**src/rtl/stream_mux_n_1.sv**
```systemverilog
// N-to-1 valid/ready stream multiplexer with a registered output stage and an accepted-beat counter.
// Optional round-robin channel advance after each transfer when STREAM_MUX_RR_EN is defined.
module stream_mux_n_1 #(
  parameter int N_CH   = 5,
  parameter int DATA_W = 8,
  parameter int SEL_W  = 3
) (
  input  logic                   clk,
  input  logic                   rst_n,
  input  logic [N_CH*DATA_W-1:0] my_in,
  input  logic [N_CH-1:0]        in_valid,
  output logic [N_CH-1:0]        in_ready,
  input  logic [SEL_W-1:0]       sel,
  input  logic                   sel_load,
  output logic [DATA_W-1:0]      my_out,
  output logic                   out_valid,
  input  logic                   out_ready,
  output logic [SEL_W-1:0]       sel_q,
  output logic                   sel_err,
  output logic [15:0]            beat_cnt
);

  logic              out_free;
  logic              sel_valid;
  logic [DATA_W-1:0] sel_data;
  logic              xfer;
  logic              sel_legal;
  logic              sel_bad;
  logic [SEL_W-1:0]  sel_next;

  // NOTE: every signal driven here gets a default first, so no path leaves it unassigned and no latch is inferred.
  always_comb begin
    out_free  = !out_valid || out_ready;
    sel_valid = 1'b0;
    sel_data  = '0;
    in_ready  = '0;
    for (int k = 0; k < N_CH; k++) begin
      if (int'(sel_q) == k) begin
        sel_valid   = in_valid[k];
        sel_data    = my_in[k*DATA_W +: DATA_W];
        in_ready[k] = out_free;
      end
    end
    xfer      = sel_valid && out_free;
    sel_legal = sel_load && (int'(sel) < N_CH);
    sel_bad   = sel_load && (int'(sel) >= N_CH);
  end

`ifdef STREAM_MUX_RR_EN
  logic             rr_found;
  logic [SEL_W-1:0] rr_next;

  // First valid channel strictly above sel_q, wrapping; sel_q itself is considered last.
  always_comb begin
    rr_found = 1'b0;
    rr_next  = sel_q;
    for (int i = 1; i < N_CH; i++) begin
      if (!rr_found && in_valid[(int'(sel_q) + i) % N_CH]) begin
        rr_found = 1'b1;
        rr_next  = SEL_W'((int'(sel_q) + i) % N_CH);
      end
    end
  end

  always_comb begin
    sel_next = sel_q;
    if (sel_legal)
      sel_next = sel;
    else if (xfer && rr_found)
      sel_next = rr_next;
  end
`else
  always_comb begin
    sel_next = sel_q;
    if (sel_legal)
      sel_next = sel;
  end
`endif

  // NOTE: sequential state uses non-blocking assignments so every register samples pre-edge values.
  always_ff @(posedge clk) begin
    if (!rst_n) begin
      my_out    <= '0;
      out_valid <= 1'b0;
      sel_q     <= '0;
      sel_err   <= 1'b0;
      beat_cnt  <= '0;
    end else begin
      // A transfer only happens when the output slot is free or draining, so a held beat is never overwritten.
      if (xfer) begin
        my_out    <= sel_data;
        out_valid <= 1'b1;
      end else if (out_ready) begin
        out_valid <= 1'b0;
      end
      if (out_valid && out_ready)
        beat_cnt <= beat_cnt + 16'd1;
      sel_q   <= sel_next;
      sel_err <= sel_bad;
    end
  end

endmodule

```
**config.mk**
```make
export PLATFORM = sky130hd
export DESIGN_NAME = stream_mux_n_1
export DESIGN_NICKNAME = d
export VERILOG_FILES = /design/src/rtl/stream_mux_n_1.sv
export SDC_FILE = /design/constraint.sdc
export NUM_CORES = 1
export LEC_CHECK = 0
export BUFFER_PORTS_ARGS = -buffer_cell sky130_fd_sc_hd__buf_2
export CAP_MARGIN = 20
export CORE_ASPECT_RATIO = 0.5
export CORE_MARGIN = 2
export CORE_UTILIZATION = 51
export CTS_BUF_LIST = sky130_fd_sc_hd__clkbuf_8
export DETAILED_ROUTE_END_ITERATION = 12
export PLACE_DENSITY = 0.88
export SYNTH_ARGS = -nofsm -noshare
export SYNTH_HDL_FRONTEND = slang
export SYNTH_SLANG_ARGS = --single-unit
```
**constraint.sdc**
```tcl
create_clock -name clk -period 2.5 [get_ports clk]
set_input_delay 0.25 -clock clk [delete_from_list [all_inputs] [get_ports clk]]
set_output_delay 0.25 -clock clk [all_outputs]
set_load 0.005 [all_outputs]
```
---- After elaboration in Yosys (flattened, before gate mapping) ----
Index checks and enable logic that the tools add are counted.
word-level totals
  register bits after elaboration ......... 29
  input port bits ......................... 52
  output and inout port bits .............. 34
  word-level logic and storage cells ...... 37
cells by class
  add/sub/neg operators ................... 1
  magnitude comparators ................... 2
  eq/ne operators ......................... 4
  mux-type cells .......................... 17
  reduce and logical (&&, ||, !) cells .... 8
operators with widths
  operator                 number
  $mux W8                  5
  $add A16 B1 Y16 const B  1
  $mux W1                  12
  $eq A3 B3 Y1 const B     3
  $logic_and A1 B1 Y1      4
  $eq A3 B2 Y1 const B     1
  $ge A3 B3 Y1 const B     1
  $logic_not A3 Y1         1
  $lt A3 B3 Y1 const B     1
  $reduce_bool A2 Y1       1
  $logic_not A1 Y1         1
  $logic_or A1 B1 Y1       1

---- Depth between registers and ports, before layout ----
Gate-level depths: netlist of run 1.
  word-level depth ........................ 8
  mapped depth ............................ 6
  depth with buffers taken out ............ 5

---- Worst setup path after synthesis of run 1 ----
Ideal clock, no wire load.
  path kind ............................... register to register
  from .................................... reg sel_q[1]
  to ...................................... reg my_out[0]
  setup time .............................. 82 ps
  arrival time ............................ 1631 ps
  data required time ...................... 2418 ps
  path slack .............................. 787 ps
  cell stages (with the launch flop) ...... 7
  buffers on the path ..................... 2
  clock period less this slack ............ 1713 ps
  path through ............................ dfxtp_1 > buf_6 > mux2_4 > nor3b_4 > or3_1 > buf_6 > a211oi_2
on the way
  longest elaborated chain between the ends .. 7
  elaborated cells between the ends (all ways) .. 16
  classes of those cells .................. eq/ne (4); mux (10); reduce/logical (2)
RTL lines
  element                 line  source
  start, declared         18    output logic [SEL_W-1:0] sel_q,
  start signal, assigned  98    sel_q <= sel_next;
  $logic_not A3 Y1        38    if (int'(sel_q) == k) begin
  $mux W1 (5 in series)   38
  $logic_and A1 B1 Y1     44    xfer = sel_valid && out_free;
  end signal, assigned    91    my_out <= sel_data;
  end, declared           15    output logic [DATA_W-1:0] my_out,
Parallel ways exist; a longest one is shown, timed or not.
A chain may end at the register's enable or synchronous reset.

---- Worst setup path in the final report of run 1 ----
  from .................................... reg out_valid
  to ...................................... reg my_out[6]
on the way
  longest elaborated chain between the ends .. 3
RTL lines
  element                 line  source
  start, declared         16    output logic out_valid,
  start signal, assigned  84    out_valid <= 1'b0;
  start signal, assigned  92    out_valid <= 1'b1;
  start signal, assigned  94    out_valid <= 1'b0;
  $logic_not A1 Y1        33    out_free = !out_valid || out_ready;
  $logic_or A1 B1 Y1      33
  $logic_and A1 B1 Y1     44
Every way passes these cells.

==> results.py, run 1 <==
metrics = {
    "yosys": {
        "yosysTopAreaCellShare": 0.341,
        "synth_edf_count": 0,
        "syn_avg_cell_area_sq_um": 8.87,
        "synth_area_leader_cell": "dfxtp_1",
        "synth_cells": 192,
        "synth.most_common_cell": "dfxtp_1",
        "yosysSeqAreaShare": 0.341,
        "ys_top_cells_by_area": "dfxtp_1 (34%), mux2i_1 (9.4%), a211oi_2 (5.9%)",
        "synthTopCellsByCount": "dfxtp_1 (29), a21oi_1 (17), mux2i_1 (16), nor2_1 (15), nand2_1 (12)",
        "synthFlopType": "dfxtp_1",
        "ys_warn_count": 0,
        "synth_nets": 245,
        "ys_ff_latch": 29,
        "syn-cell-area_sq_um": 1700,
        "ys_async_sr_fraction": 0,
        "ys_types": 38,
    },
    "finish": {
        "syn_to_final_growth_pct": 31.3,
        "num_antenna_cells": 0,
        "final_layout_size_suffix_gt1_frac": 0.419,
        "fin_nets": 329,
        "fin_cells": 317,
    },
    "power": {
        "power_density_nw_per_um2": 530,
        "switchingPower_mw": 0.328,
        "power_frac_comb": 0.210,
        "vdd_drop_max_v": 0.000412,
        "intPower_mw": 0.856,
        "seq_power_share": 0.429,
        "p_leak_nw": 0.952,
        "swShare": 0.277,
        "p_clk_frac": 0.360,
        "finalPower_mw": 1.18,
    },
    "worst_setup_path": {
        "crit-reg2reg-capture": "my_out[6]$_SDFFE_PN0P_",
        "crit_type": "flop to flop",
        "reg2reg_depth": 5,
        "critPathMaxStageDelay_ns": 0.64,
        "start_kind": "flop",
        "crit_chain": "nor2b_1, buf_4, nor4b_2, or3_1, a211oi_2",
        "r2r-start": "out_valid$_SDFFE_PN0P_",
        "crit_path_end_kind": "flop",
        "critical_path_peak_fanout": 9,
        "regToRegSetupSlack_ns": 0.43,
        "critPathSlowestCell": "nor4b_2",
        "critPathArrivalTime_ns": 2.22,
        "cp.required_ns": 2.65,
    },
    "min_path": {
        "min_to": "sel_err$_SDFF_PN0_",
        "hold_start": "sel[2]",
        "hold_path_class": "primary input to flop",
        "worstHoldPathCells": 3,
    },
    "timing": {
        "fmax_mhz": 483,
        "finalSetupViolCount": 0,
        "max_slew_margin": 0.502,
        "tns_ns": 0,
        "skew_ns": 0.00624,
        "max_slew.worst_pin.slew_ns": 0.745,
        "period_share": 0.829,
        "hold_viol_final": 0,
        "rsz0062_at_grt": "no",
        "min_period_ns": 2.07,
        "slew_violations": 0,
    },
    "flow_run": {
        "cap_violations": 0,
    },
    "global_route": {
        "overflow": 0,
        "grt_max_degree": 26,
        "grt_pass1_wl_mm": 7.26,
        "grt_usage": 0.247,
        "grt_pass1_vias": 1587,
        "antenna_found_initial": 0,
    },
    "placed_design": {
        "post-place-cells": 309,
        "gp_congestion": 0.799,
        "dpl.hpwl_mm": 3.47,
        "io_buffers": 85,
    },
    "route": {
        "ant_nets": 0,
        "drt-initial-drc-count": 98,
        "routed_wl_mm": 4.63,
        "drt_pass1_iterations": 9,
        "route.detailed.drc": 7,
        "vias": 1764,
        "vias_per_cell": 5.56,
        "wl_per_cell_um": 14.6,
    },
    "clock_network": {
        "htree_levels": 2,
        "cts_tree": "yes",
        "cts_root_buf": "clkbuf_8",
        "worst_skew_pair.late_latency_ns": 0.28,
        "path_clk_slew_ns": 0.06,
        "numCtsBuffers": 5,
        "cts_sinks": 29,
        "post_cts_buffers": 0,
        "ctsHoldBuffers": 0,
        "clk_path_buf_depth": 2,
        "ctsResizeCount": 0,
    },
    "die": {
        "die_x_um": 85.7,
        "ios": 86,
        "dieHeight_um": 44.9,
        "fp.dieArea_sq_um": 3850,
        "core-area_sq_um": 3100,
        "start_util": 0.549,
        "rows": 14,
    },
    "outcome": {
        "violations": "DRC",
        "status": "finished, violations left",
    },
}
==> worst max path at each step <==
stage / startpoint / to / slack [ns] / cells after the start
5_1_grt: sel_q[0]$_SDFFE_PN0P_ / my_out[3]$_SDFFE_PN0P_ / 0.27 / 4
3_5_place_dp: out_valid$_SDFFE_PN0P_ / my_out[6]$_SDFFE_PN0P_ / 0.46 / 5
2_1_floorplan: sel_q[1]$_SDFFE_PN0P_ / my_out[0]$_SDFFE_PN0P_ / 0.79 / 6
3_3_place_gp: sel_q[0]$_SDFFE_PN0P_ / my_out[4]$_SDFFE_PN0P_ / 0.62 / 4
6_report: out_valid$_SDFFE_PN0P_ / my_out[6]$_SDFFE_PN0P_ / 0.43 / 5
4_1_cts: out_valid$_SDFFE_PN0P_ / my_out[1]$_SDFFE_PN0P_ / 0.43 / 5
==> logic make-up after synthesis <==
group	count (synthesis)	synth area share
muxes	18	0.109
AOI/OAI and AO/OA	42	0.173
xor gates and xnor gates	10	0.0514
and+or+nand+nor	77	0.270
adders and majority gates	1	0.00735
buffers and inverters	15	0.0478
DFF	29	0.341
==> power by group through the flow <==
stage | Sequential, mW | Combinational [mW] | Clock (mW)
finish | 0.508 | 0.249 | 0.427
floorplan | 0.515 | 0.155 | 0
detailed placement | 0.517 | 0.248 | 0
global placement | 0.517 | 0.240 | 0
CTS | 0.507 | 0.250 | 0.434
global route | 0.510 | 0.271 | 0.459
==> cells in the final DEF, fill, tap and decap left out, types with 4 or more instances in the layout <==
master / count
a211oi_2: 8
buf_2: 85
mux2i_1: 16
o21ai_0: 4
nor3_1: 6
xnor2_1: 6
nor2_1: 15
dfxtp_1: 29
xor2_1: 4
nor2b_1: 4
a21oi_1: 17
nand3_1: 8
nor4_1: 11
o22ai_1: 8
clkbuf_8: 7
nand2_1: 12
==> flip-flops by register name (all words and copies together) (netlist names) <==
name and count:
sel_err 1, my_out 8, beat_cnt 16, sel_q 3, out_valid 1
==> per-stage QoR <==
| stage | setup slack [ns] | hold slack [ns] | util | cell area (sq um) |
|---|---|---|---|---|
| 5_1_grt | 0.265 | 0.234 | 0.721 | 2240 |
| 3_5_place_dp | 0.463 | 0.480 | 0.688 | 2130 |
| 2_1_floorplan | 0.787 | 0.376 | - | 1700 |
| 3_3_place_gp | 0.615 | 0.459 | 0.688 | 2130 |
| 4_1_cts | 0.429 | 0.226 | 0.721 | 2240 |
| 6_report | 0.428 | 0.233 | 0.721 | 2240 |
==> critical path, delay by kind of cell, from the launching register on <==
kind            cells  cell delay [ns]
simple gates        3             1.26
flops               1             0.37
buf+inv             1             0.17
compound gates      1             0.13
==> final cells by class <==
type	instances	area [sq um]
multi-input cells	148	1040
fillers	234	865
flip-flops and latches	29	581
repair buffers	88	448
clock buffers	7	96.3
well taps	40	50.0
inverters	4	15.0
clock inverters	1	5.00
==> layer usage <==
metal  track usage  share of wire  routed length, um
met5             0              0                  0
met4         0.105          0.021                 99
met3        0.0896          0.087                403
met2         0.430           0.46               2140
met1         0.284           0.43               1980
(Power assumes the default switching activity.)
==> run 2, diff against run 1 <==
--- a/config.mk
+++ b/config.mk
@@ -5,14 +5,15 @@
 export SDC_FILE = /design/constraint.sdc
 export NUM_CORES = 1
 export LEC_CHECK = 0
+export ABC_AREA = 1
 export BUFFER_PORTS_ARGS = -buffer_cell sky130_fd_sc_hd__buf_2
 export CAP_MARGIN = 20
 export CORE_ASPECT_RATIO = 0.5
 export CORE_MARGIN = 2
-export CORE_UTILIZATION = 51
+export CORE_UTILIZATION = 44
 export CTS_BUF_LIST = sky130_fd_sc_hd__clkbuf_8
 export DETAILED_ROUTE_END_ITERATION = 12
-export PLACE_DENSITY = 0.88
+export PLACE_DENSITY = 0.79
 export SYNTH_ARGS = -nofsm -noshare
 export SYNTH_HDL_FRONTEND = slang
 export SYNTH_SLANG_ARGS = --single-unit
==> constraint.sdc (replaced) <==
create_clock -name clk -period 1.85 [get_ports clk]
set_input_delay 0.185 -clock clk [delete_from_list [all_inputs] [get_ports clk]]
set_output_delay 0.185 -clock clk [all_outputs]
set_load 0.005 [all_outputs]
==> results.py, run 2 <==
metrics = {
    "power": {
        "p_clk_frac": 0.341,
        "switchingPower_mw": 0.490,
        "swShare": 0.304,
        "p_leak_nw": 1.16,
        "vdd_drop_max_v": 0.000403,
        "power_frac_comb": 0.229,
        "seq_power_share": 0.430,
        "power_density_nw_per_um2": 673,
        "intPower_mw": 1.12,
    },
    "clock_network": {
        "cts_sinks": 29,
        "clk_path_buf_depth": 2,
        "worst_skew_pair.late_latency_ns": 0.28,
        "path_clk_slew_ns": 0.07,
        "ctsResizeCount": 0,
        "numCtsBuffers": 5,
        "post_cts_buffers": 0,
        "htree_levels": 2,
        "cts_root_buf": "clkbuf_8",
        "cts_tree": "yes",
        "ctsHoldBuffers": 0,
    },
    "global_route": {
        "antenna_found_initial": 0,
        "grt_usage": 0.221,
        "grt_pass1_wl_mm": 8.27,
        "grt_max_degree": 37,
        "grt_pass1_vias": 2013,
        "overflow": 0,
    },
    "timing": {
        "skew_ns": 0.0107,
        "slew_violations": 0,
        "rsz0062_at_grt": "no",
        "hold_viol_final": 0,
        "fmax_mhz": 612,
        "hold_slack_ns": 0.148,
        "tns_ns": 0,
        "period_share": 0.883,
        "finalSetupViolCount": 0,
        "max_slew_margin": 0.567,
        "max_slew.worst_pin.slew_ns": 0.649,
        "min_period_ns": 1.63,
    },
    "yosys": {
        "synth-xor-area-share": 0.00468,
        "ys_top_cells_by_area": "dfxtp_1 (31%), nand4_1 (11%), nor2_1 (9.4%)",
        "synth_compound_area_frac": 0.110,
        "synth.most_common_cell": "nor2_1",
        "synth_fa_ha_area_frac": 0.00668,
        "syn-cell-area_sq_um": 1870,
        "synthTopCellsByCount": "nor2_1 (47), nand4_1 (34), inv_1 (32), dfxtp_1 (29), nand2_1 (29)",
        "yosys.area_share.simple": 0.443,
        "synth_top_family_by_area": "simple AND/OR/NAND/NOR gates",
        "yosysSeqAreaShare": 0.310,
        "syn_avg_cell_area_sq_um": 6.91,
        "synthFlopType": "dfxtp_1",
        "ys_ff_latch": 29,
        "ys_types": 34,
        "synth_edf_count": 0,
        "synthMuxAreaShare": 0,
        "yosysTopAreaCellShare": 0.310,
        "ys_async_sr_fraction": 0,
        "synth_nets": 324,
        "ys_warn_count": 0,
        "synth_cells": 271,
        "synth_area_leader_cell": "dfxtp_1",
    },
    "route": {
        "vias_per_cell": 5.17,
        "wl_per_cell_um": 12.2,
        "routed_wl_mm": 4.97,
        "drt-initial-drc-count": 80,
        "route.detailed.drc": 0,
        "ant_nets": 0,
        "vias": 2108,
        "drt_pass1_iterations": 4,
    },
    "die": {
        "rows": 16,
        "fp.dieArea_sq_um": 4820,
        "core-area_sq_um": 3980,
        "ios": 86,
        "dieHeight_um": 50.1,
        "die_x_um": 96.2,
        "start_util": 0.470,
    },
    "finish": {
        "seq_area_sq_um": 581,
        "layout_commonest_cell": "buf_2",
        "most-common-layout-cells": "buf_2 (85), nor2_1 (47), nand4_1 (34), inv_1 (32)",
        "max_flop_register": "beat_cnt",
        "syn_to_final_growth_pct": 28.1,
        "multiInputGateArea_sq_um": 1060,
        "design_area_sq_um": 2400,
        "largest_registers": "beat_cnt x16, my_out x8, sel_q x3",
        "final_layout_size_suffix_gt1_frac": 0.356,
        "fillers": 395,
        "fin_nets": 406,
        "fin_util": 0.602,
        "num_antenna_cells": 0,
        "largest_reg_flops": 16,
    },
    "outcome": {
        "status": "finished clean",
    },
    "worst_setup_path": {
        "regToRegSetupSlack_ns": 0.27,
        "reg2reg_depth": 8,
        "critPathArrivalTime_ns": 1.45,
        "critical_path_peak_fanout": 11,
        "crit_type": "flop to output port",
        "r2r-start": "sel_q[2]$_SDFFE_PN0P_",
        "crit-reg2reg-capture": "my_out[1]$_SDFFE_PN0P_",
        "crit_path_end_kind": "output port",
        "cp.required_ns": 1.66,
        "start_kind": "flop",
    },
    "min_path": {
        "min_to": "sel_q[1]$_SDFFE_PN0P_",
        "hold_path_class": "primary input to flop",
        "worstHoldPathCells": 3,
        "hold_start": "sel[1]",
    },
    "flow_run": {
        "cap_violations": 0,
    },
    "placed_design": {
        "gp_congestion": 0.765,
        "io_buffers": 85,
        "dpl.hpwl_mm": 3.76,
        "place_area_sq_um": 2300,
    },
}
==> run 2: layout make-up <==
type,instances,share of cell area
well taps,54,0.0282
repair buffers,90,0.193
inverters,34,0.0558
clock inverters,2,0.00574
flip-flops and latches,29,0.242
clock buffers,6,0.0344
multi-input cells,193,0.440
==> run 2: critical path: stages (launching register included) <==
cell	delay [ns]
dfxtp_1	0.47
inv_1	0.11
buf_4	0.19
nor4_1	0.24
buf_2	0.15
==> run 2: metal layers <==
| layer | track usage | wire length, um |
|---|---|---|
| met1 | 0.240 | 2090 |
| met2 | 0.407 | 2530 |
| met3 | 0.0505 | 247 |
| met4 | 0.0976 | 104 |
| met5 | 0 | 0 |
==> run 2: power groups by stage <==
stage	clock network [mW]	registers [mW]	logic (mW)
floorplan	0	0.704	0.249
global placement	0	0.706	0.358
detailed placement	0	0.707	0.371
CTS	0.561	0.694	0.373
global route	0.586	0.698	0.417
finish	0.550	0.694	0.370
==> run 2: kinds of logic (layout without fill, tap and decap cells) <==
| family | count (synthesis) | in the layout |
|---|---|---|
| and+or+nand+nor | 158 | 158 |
| DFF | 29 | 29 |
| buffers and inverters | 49 | 132 |
| xor gates and xnor gates | 1 | 1 |
| adders and majority gates | 1 | 1 |
| AOI/OAI and AO/OA | 33 | 33 |
==> run 2: per-stage QoR <==
stage | power (mW) | worst slack (ns) | cells
after floorplan | 0.953 | 0.560 | 271
after global placement | 1.06 | 0.387 | 400
after detailed placement | 1.08 | 0.274 | 400
after CTS | 1.63 | 0.211 | 408
after global routing | 1.70 | 0.0716 | 408
final | 1.61 | 0.216 | 408
==> run 2: worst max-delay path by stage <==
stage,start,end,slack [ns],cells past startpoint
global placement,sel_q[2]$_SDFFE_PN0P_,my_out[7]$_SDFFE_PN0P_,0.39,8
global route,sel_q[2]$_SDFFE_PN0P_,my_out[2]$_SDFFE_PN0P_,0.07,8
CTS,sel_q[0]$_SDFFE_PN0P_,in_ready[3],0.21,4
detailed placement,sel_q[2]$_SDFFE_PN0P_,my_out[2]$_SDFFE_PN0P_,0.27,8
finish,sel_q[0]$_SDFFE_PN0P_,in_ready[3],0.22,4
floorplan,beat_cnt[0]$_SDFFE_PN0P_,beat_cnt[14]$_SDFFE_PN0P_,0.56,8
==> run 3, diff against run 2 <==
--- a/config.mk
+++ b/config.mk
@@ -13,7 +13,7 @@
 export CORE_UTILIZATION = 44
 export CTS_BUF_LIST = sky130_fd_sc_hd__clkbuf_8
 export DETAILED_ROUTE_END_ITERATION = 12
-export PLACE_DENSITY = 0.79
+export PLACE_DENSITY_LB_ADDON = 0.05
 export SYNTH_ARGS = -nofsm -noshare
 export SYNTH_HDL_FRONTEND = slang
 export SYNTH_SLANG_ARGS = --single-unit
==> results.py, run 3 (same netlist as run 2, synthesis figures left out) <==
metrics = {
    "outcome": {
        "status": "finished clean",
    },
    "worst_setup_path": {
        "crit_chain": "inv_1, buf_4, nor4_1, buf_2",
        "critPathArrivalTime_ns": 1.45,
        "critPathSlowestCell": "dfxtp_1",
        "critical_path_peak_fanout": 10,
        "critPathMaxStageDelay_ns": 0.52,
        "crit_path_end_kind": "output port",
        "cp.required_ns": 1.66,
        "crit_family": "flip-flops",
        "r2r-start": "sel_q[2]$_SDFFE_PN0P_",
        "start_kind": "flop",
        "crit_type": "flop to output port",
        "crit_buf_inv": 3,
        "startpoint": "sel_q[1]$_SDFFE_PN0P_",
    },
    "finish": {
        "fin_util": 0.601,
        "largest_registers": "beat_cnt x16, my_out x8, sel_q x3",
        "most-common-layout-cells": "buf_2 (85), nor2_1 (47), nand4_1 (34), inv_1 (33)",
        "max_flop_register": "beat_cnt",
        "syn_to_final_growth_pct": 27.9,
        "seq_area_sq_um": 581,
        "num_antenna_cells": 0,
        "final_layout_size_suffix_gt1_frac": 0.353,
        "multiInputGateArea_sq_um": 1060,
        "layout_commonest_cell": "buf_2",
        "fillers": 381,
        "largest_reg_flops": 16,
        "fin_nets": 407,
    },
    "global_route": {
        "grt_pass1_wl_mm": 7.78,
        "grt_usage": 0.207,
        "top_usage_layer": "met2",
        "grtUsageMet3": 0.0413,
        "gr-usage-met2": 0.336,
        "antenna_found_initial": 0,
        "grt_pass1_vias": 1763,
        "overflow": 0,
        "grt_use_met1": 0.282,
        "grt_max_degree": 37,
    },
    "clock_network": {
        "clk_path_buf_depth": 2,
        "ctsHoldBuffers": 0,
        "cts_sinks": 29,
        "path_clk_slew_ns": 0.06,
        "ctsResizeCount": 0,
        "cts_root_buf": "clkbuf_8",
        "cts_tree": "yes",
        "htree_levels": 2,
        "worst_skew_pair.late_latency_ns": 0.27,
        "numCtsBuffers": 5,
        "post_cts_buffers": 0,
    },
    "timing": {
        "finalSetupViolCount": 0,
        "period_share": 0.886,
        "max_slew.worst_pin.slew_ns": 0.632,
        "slew_violations": 0,
        "max_slew_margin": 0.578,
        "tns_ns": 0,
        "hold_viol_final": 0,
        "rsz0062_at_grt": "no",
        "min_period_ns": 1.64,
        "skew_ns": 0.00228,
        "fmax_mhz": 610,
    },
    "die": {
        "ios": 86,
        "core-area_sq_um": 3980,
        "dieHeight_um": 50.1,
        "fp.dieArea_sq_um": 4820,
        "start_util": 0.470,
        "rows": 16,
        "die_x_um": 96.2,
    },
    "placed_design": {
        "dpl.hpwl_mm": 3.84,
        "io_buffers": 85,
        "gp_congestion": 0.822,
    },
    "route": {
        "ant_nets": 0,
        "drt_pass1_iterations": 4,
        "routed_wl_mm": 5.04,
        "vias_per_cell": 5.05,
        "route.detailed.drc": 0,
        "wl_per_cell_um": 12.3,
        "drt-initial-drc-count": 117,
        "vias": 2061,
    },
    "power": {
        "vdd_drop_max_v": 0.000442,
        "finalPower_mw": 1.58,
        "power_density_nw_per_um2": 660,
        "p_leak_nw": 1.17,
    },
    "min_path": {
        "hold_path_class": "primary input to flop",
        "hold_start": "sel_load",
    },
    "flow_run": {
        "cap_violations": 0,
    },
}
[run 3: metal layers]
metal  share of wire  up-vias
met5               0        -
met2            0.43       74
met4          0.0079        0
li1                -     1082
met3           0.086        6
met1            0.48      899
[run 3: layout make-up]
class | instances | share of cell area
inverters | 34 | 0.0559
repair buffers | 91 | 0.196
clock inverters | 1 | 0.00157
multi-input cells | 193 | 0.441
flip-flops and latches | 29 | 0.242
well taps | 54 | 0.0282
clock buffers | 6 | 0.0345
[run 3: path summary, 6_finish.rpt]
| kind | to | slack (ns) | depth (start not counted) |
|---|---|---|---|
| worst max-delay path | in_ready[3] | 0.21 | 4 |
| worst max register to register | my_out[7]$_SDFFE_PN0P_ | 0.24 | 8 |
| worst min-delay path | sel_err$_SDFF_PN0_ | 0.18 | 3 |
| worst min register to register | beat_cnt[13]$_SDFFE_PN0P_ | 0.49 | 2 |
[run 3: tightest hold or removal path, stage by stage]
cell and delay, ns:
buf_2 0.09, inv_1 0.07, nor3_1 0.05
[run 3: power breakdown]
part | switching [mW] | internal [mW]
registers | 0.0315 | 0.662
logic | 0.214 | 0.163
clock network | 0.222 | 0.289
[run 3: per-stage QoR]
step,cell area [sq um],std cells,hold WS [ns],worst slack (ns)
floorplan,1870,271,0.324,0.560
detailed placement,2310,401,0.452,0.268
global route,2390,408,0.191,0.0642
CTS,2390,408,0.171,0.201
global placement,2310,401,0.436,0.349
finish,2390,408,0.180,0.212
